### config.mk
export PLATFORM = sky130hd
export DESIGN_NAME = async_fifo_1clk
export DESIGN_NICKNAME = d
export VERILOG_FILES = /design/src/rtl/async_fifo_1clk.sv
export SDC_FILE = /design/constraint.sdc
export NUM_CORES = 1
export LEC_CHECK = 0
export CAP_MARGIN = 40
export CORE_MARGIN = 4
export CORE_UTILIZATION = 60
export DETAILED_ROUTE_END_ITERATION = 10
export PLACE_DENSITY = 0.83
export SLEW_MARGIN = 15
export SYNTH_ARGS = -nofsm -noshare
export SYNTH_HDL_FRONTEND = slang
export SYNTH_SLANG_ARGS = --single-unit
### constraint.sdc
create_clock -name clk -period 5.65 [get_ports clk]
set_input_delay 0.8475 -clock clk [delete_from_list [all_inputs] [get_ports clk]]
set_output_delay 0.8475 -clock clk [all_outputs]
set_load 0.005 [all_outputs]
### src/rtl/async_fifo_1clk.sv
// async_fifo_1clk: single-clock FIFO with the async_fifo data/flag interface
// Ports:
//   clk       in   sole clock, all state on the rising edge
//   rst_n     in   asynchronous active-low reset
//   data_in   in   write data, stored when a write is accepted
//   wr_en     in   write request, ignored while full
//   full      out  no free entry
//   data_out  out  registered read data, holds until the next accepted read
//   rd_en     in   read request, ignored while empty
//   empty     out  no stored entry
module async_fifo_1clk #(
    parameter int data_width = 8,
    parameter int add_width  = 4
) (
    input  logic                  clk,
    input  logic                  rst_n,
    input  logic [data_width-1:0] data_in,
    input  logic                  wr_en,
    output logic                  full,
    output logic [data_width-1:0] data_out,
    input  logic                  rd_en,
    output logic                  empty
);
    localparam int depth = 1 << add_width;
    localparam logic [add_width:0] ptr_one = 1;

    logic [data_width-1:0] mem [0:depth-1];
    logic [add_width:0]    wr_ptr_q, wr_ptr_d, rd_ptr_q, rd_ptr_d;
    logic [data_width-1:0] data_out_q, data_out_d;
    logic                  wr_acc, rd_acc;

    // Pointers carry an extra wrap bit so equal addresses can mean either empty or full.
    assign empty    = wr_ptr_q == rd_ptr_q;
    assign full     = (wr_ptr_q[add_width-1:0] == rd_ptr_q[add_width-1:0]) &&
                      (wr_ptr_q[add_width] != rd_ptr_q[add_width]);
    assign wr_acc   = wr_en && !full;
    assign rd_acc   = rd_en && !empty;
    assign data_out = data_out_q;

    always_comb begin
        wr_ptr_d   = wr_acc ? wr_ptr_q + ptr_one : wr_ptr_q;
        rd_ptr_d   = rd_acc ? rd_ptr_q + ptr_one : rd_ptr_q;
        data_out_d = rd_acc ? mem[rd_ptr_q[add_width-1:0]] : data_out_q;
    end

    always_ff @(posedge clk or negedge rst_n) begin
        if (!rst_n) begin
            wr_ptr_q   <= '0;
            rd_ptr_q   <= '0;
            data_out_q <= '0;
        end else begin
            wr_ptr_q   <= wr_ptr_d;
            rd_ptr_q   <= rd_ptr_d;
            data_out_q <= data_out_d;
        end
    end

    // Storage is deliberately unreset; reads are gated by empty so stale words never surface.
    always_ff @(posedge clk) begin
        if (wr_acc) mem[wr_ptr_q[add_width-1:0]] <= data_in;
    end
endmodule

==> out/results.ini <==
[logic_synthesis]
synthesis.instances=301
yosys.cell_types.count=29
synth_top_area_cell=edfxtp_1
synth_flop_cell=edfxtp_1
ys_ff_latch=146
synth_area_um2=5954
synth_area_per_cell_um2=19.78
synth_enable_flop_cells=128
synth.net_count=318
synth-warning-count=0
synth_top_cell_area_share=0.6455
synth-async-reset-ratio=0.1233
synth_top_cells_by_area=edfxtp_1 (65%), dfrtp_1 (7.6%), mux4_1 (5.7%)
synth.yosys.seq_area_share=0.7212

[cts]
tritoncts_num_sinks=146
post_cts_resized=0
post_cts_buffers=0
clockRootBuffer=clkbuf_8
htree_levels=4
cts.clk_slew.worst_paths_ns=0.06
cts.path.max_buffers=2
cts_inserted_buffers=17
cts_tree=done
clock_network_latency_to_the_later_pin_of_the_worst_skew_pair_ns=0.52
holdBufCountCts=0

[sta]
timing.max_slew.rel_slack=0.4494
worst_pin_slew_ns=0.8242
finalWorstPathRequiredPeriod_ns=3.414
clock.fmax_ghz=0.2929
hold_violations=0
final_setup_violation_count=0
drv_slew=0
clock_skew_ns=0.007432
timing.final.ws_setup_ns=2.236
total_negative_setup_slacks_ns=0
timing.final.crit_share=0.6043
rsz0062_at_grt=false

[final_layout]
areaGrowthSynthToFinish_pct=15.99
fin_util=0.7099
area_occupied_by_registers_um2=4295
fin_nets=346
fill_cells=594
n_antenna_cell=0
mostFrequentLayoutCells=edfxtp_1 (128), clkdlybuf4s50_1 (21), mux2_2 (18), dfrtp_1 (17)
final_layout_size_suffix_gt1_frac=0.1959
multi_input_area_um2=1563
fin_cells=475
layout_commonest_cell=edfxtp_1

[routing]
routedWlPerCell_um=23.92
dr.pass1.iters=4
finalWirelength_mm=11.36
via_per_inst=6.103
drc=0
ant_nets=0
via_count=2899
drtIter0Drc=179

[grt]
largest_net_degree_at_the_start_of_global_routing=44
global_route.overflow_total=0
grt_first_pass_wirelength_mm=17.48
global_route.usage.met2=0.3388
use_met1=0.2977
number_of_global_route_vias_before_repair=2982
grt_most_used_layer=met2
grt_util_all_layers=0.2179
antenna_found_initial=0
grt_util_met3=0.05279

[setup_path]
worstPathMaxFanout=22
critPathMaxStageDelay_ns=0.85
critical_path_cell_count=4
cp_cell_sequence=xnor2_1 > nand4_2 > nor2_1 > clkdlybuf4s50_1
crit_required_ns=4.80
reg2reg_depth=5
critPathKind=reg2out
cp_data_arrival_time_ns=2.57
timing.critical_path.buf_inv=1
critPathSlowestCell=dfrtp_1
cp_endpoint_kind=primary output
start_kind=register
cpLargestDelayFamily=flip-flops

[floorplan]
initial_utilization=0.6120
die_area_um2=11580
die_h_um=107.6
floorplan.die.width_um=107.6
io_pins=22
fp-row-count=36
design.core.area_um2=9729

[placed_design]
pre_cts_ws_ns=2.756
final_estimated_routing_congestion_in_global_placement=0.8087
place.detailed.instances=443
place.port_buffers=21
hpwl_mm=7.046

[power]
ir_drop_mv=0.3329
leakagePower_nw=2.419
power.density_nw_per_um2=533.7
post-layout-total-power_mw=3.686

[min_path]
hold_path_class=reg2reg
worst_hold_path.num_cells=1

[flow_run]
drv.max_cap_violation_count=0

[run_status]
outcome=completed

[synth_stat cells, drive strengths merged (2+ instances only)]
master   instances
and2             2
buf             10
clkbuf           6
nor2             4
mux4            24
dfrtp           18
edfxtp         128
and3            14
nor2b            5
ha               5
inv              3
xnor2           13
o2111ai          2
o211ai           4
a22o             8
a221oi           8
nand2b           8
mux2            18
mux2i           16
[cells by family (layout without fill, tap and decap cells)]
family          count (synthesis)  count (layout)  synth area share
mux                            58              58            0.1599
flops                         146             146            0.7212
fa+ha+maj                       5               5           0.01051
xor+xnor                       14              14           0.02059
compound gates                 24              24           0.03551
buf+inv                        19              60           0.01639
simple gates                   35              35           0.03593
[worst register-to-register path: cells and delay by family (launching register included)]
kind            cells  cell delay (ns)
xor+xnor            1             0.19
compound gates      1             0.22
simple gates        2             0.83
flops               1             0.85
buf+inv             1             0.28
[routing by layer]
| layer | up-vias | share of wire |
|---|---|---|
| met5 | - | 0 |
| met4 | 0 | 0.020 |
| met3 | 15 | 0.067 |
| met2 | 116 | 0.50 |
| met1 | 1478 | 0.42 |
| li1 | 1290 | - |
[where the power goes]
| part | total (mW) | leakage, nW | switching (mW) | internal (mW) |
|---|---|---|---|---|
| Combinational | 1.06 | 0.752 | 0.528 | 0.527 |
| Clock | 1.17 | 0.302 | 0.425 | 0.743 |
| Sequential | 1.46 | 1.36 | 0.122 | 1.34 |
[area by class of cell]
| class | instances | share of cell area |
|---|---|---|
| Clock buffer | 20 | 0.06449 |
| Clock inverter | 12 | 0.02609 |
| Inverter | 3 | 0.001630 |
| Multi-Input combinational cell | 136 | 0.2263 |
| Sequential cell | 146 | 0.6219 |
| Tap cell | 133 | 0.02409 |
| Timing Repair Buffer | 25 | 0.03551 |
[stage by stage]
step                instance area (um^2)  hold slack, ns
finish                              6907          0.5054
floorplan                           5954          0.5020
global route                        6907          0.5196
global placement                    6261          0.4872
CTS                                 6907          0.5095
detailed placement                  6281          0.4981
[sequential cells by signal (all words and copies together) (netlist names)]
signal and flops:
wr_ptr_q 5, rd_ptr_q 5, data_out 8, mem 128
[worst paths after layout]
check | start | end | slack [ns]
min in group asynchronous | rst_n | wr_ptr_q[4] | 0.56
max in group asynchronous | rst_n | wr_ptr_q[3] | 4.70
max | rd_ptr_q[0] | full | 2.24
max reg2reg | rd_ptr_q[0] | mem[3][5] | 2.99
min | data_out[3] | data_out[3] | 0.51
min reg2reg | data_out[3] | data_out[3] | 0.51
Note: power is estimated with default switching activity, not from simulation.
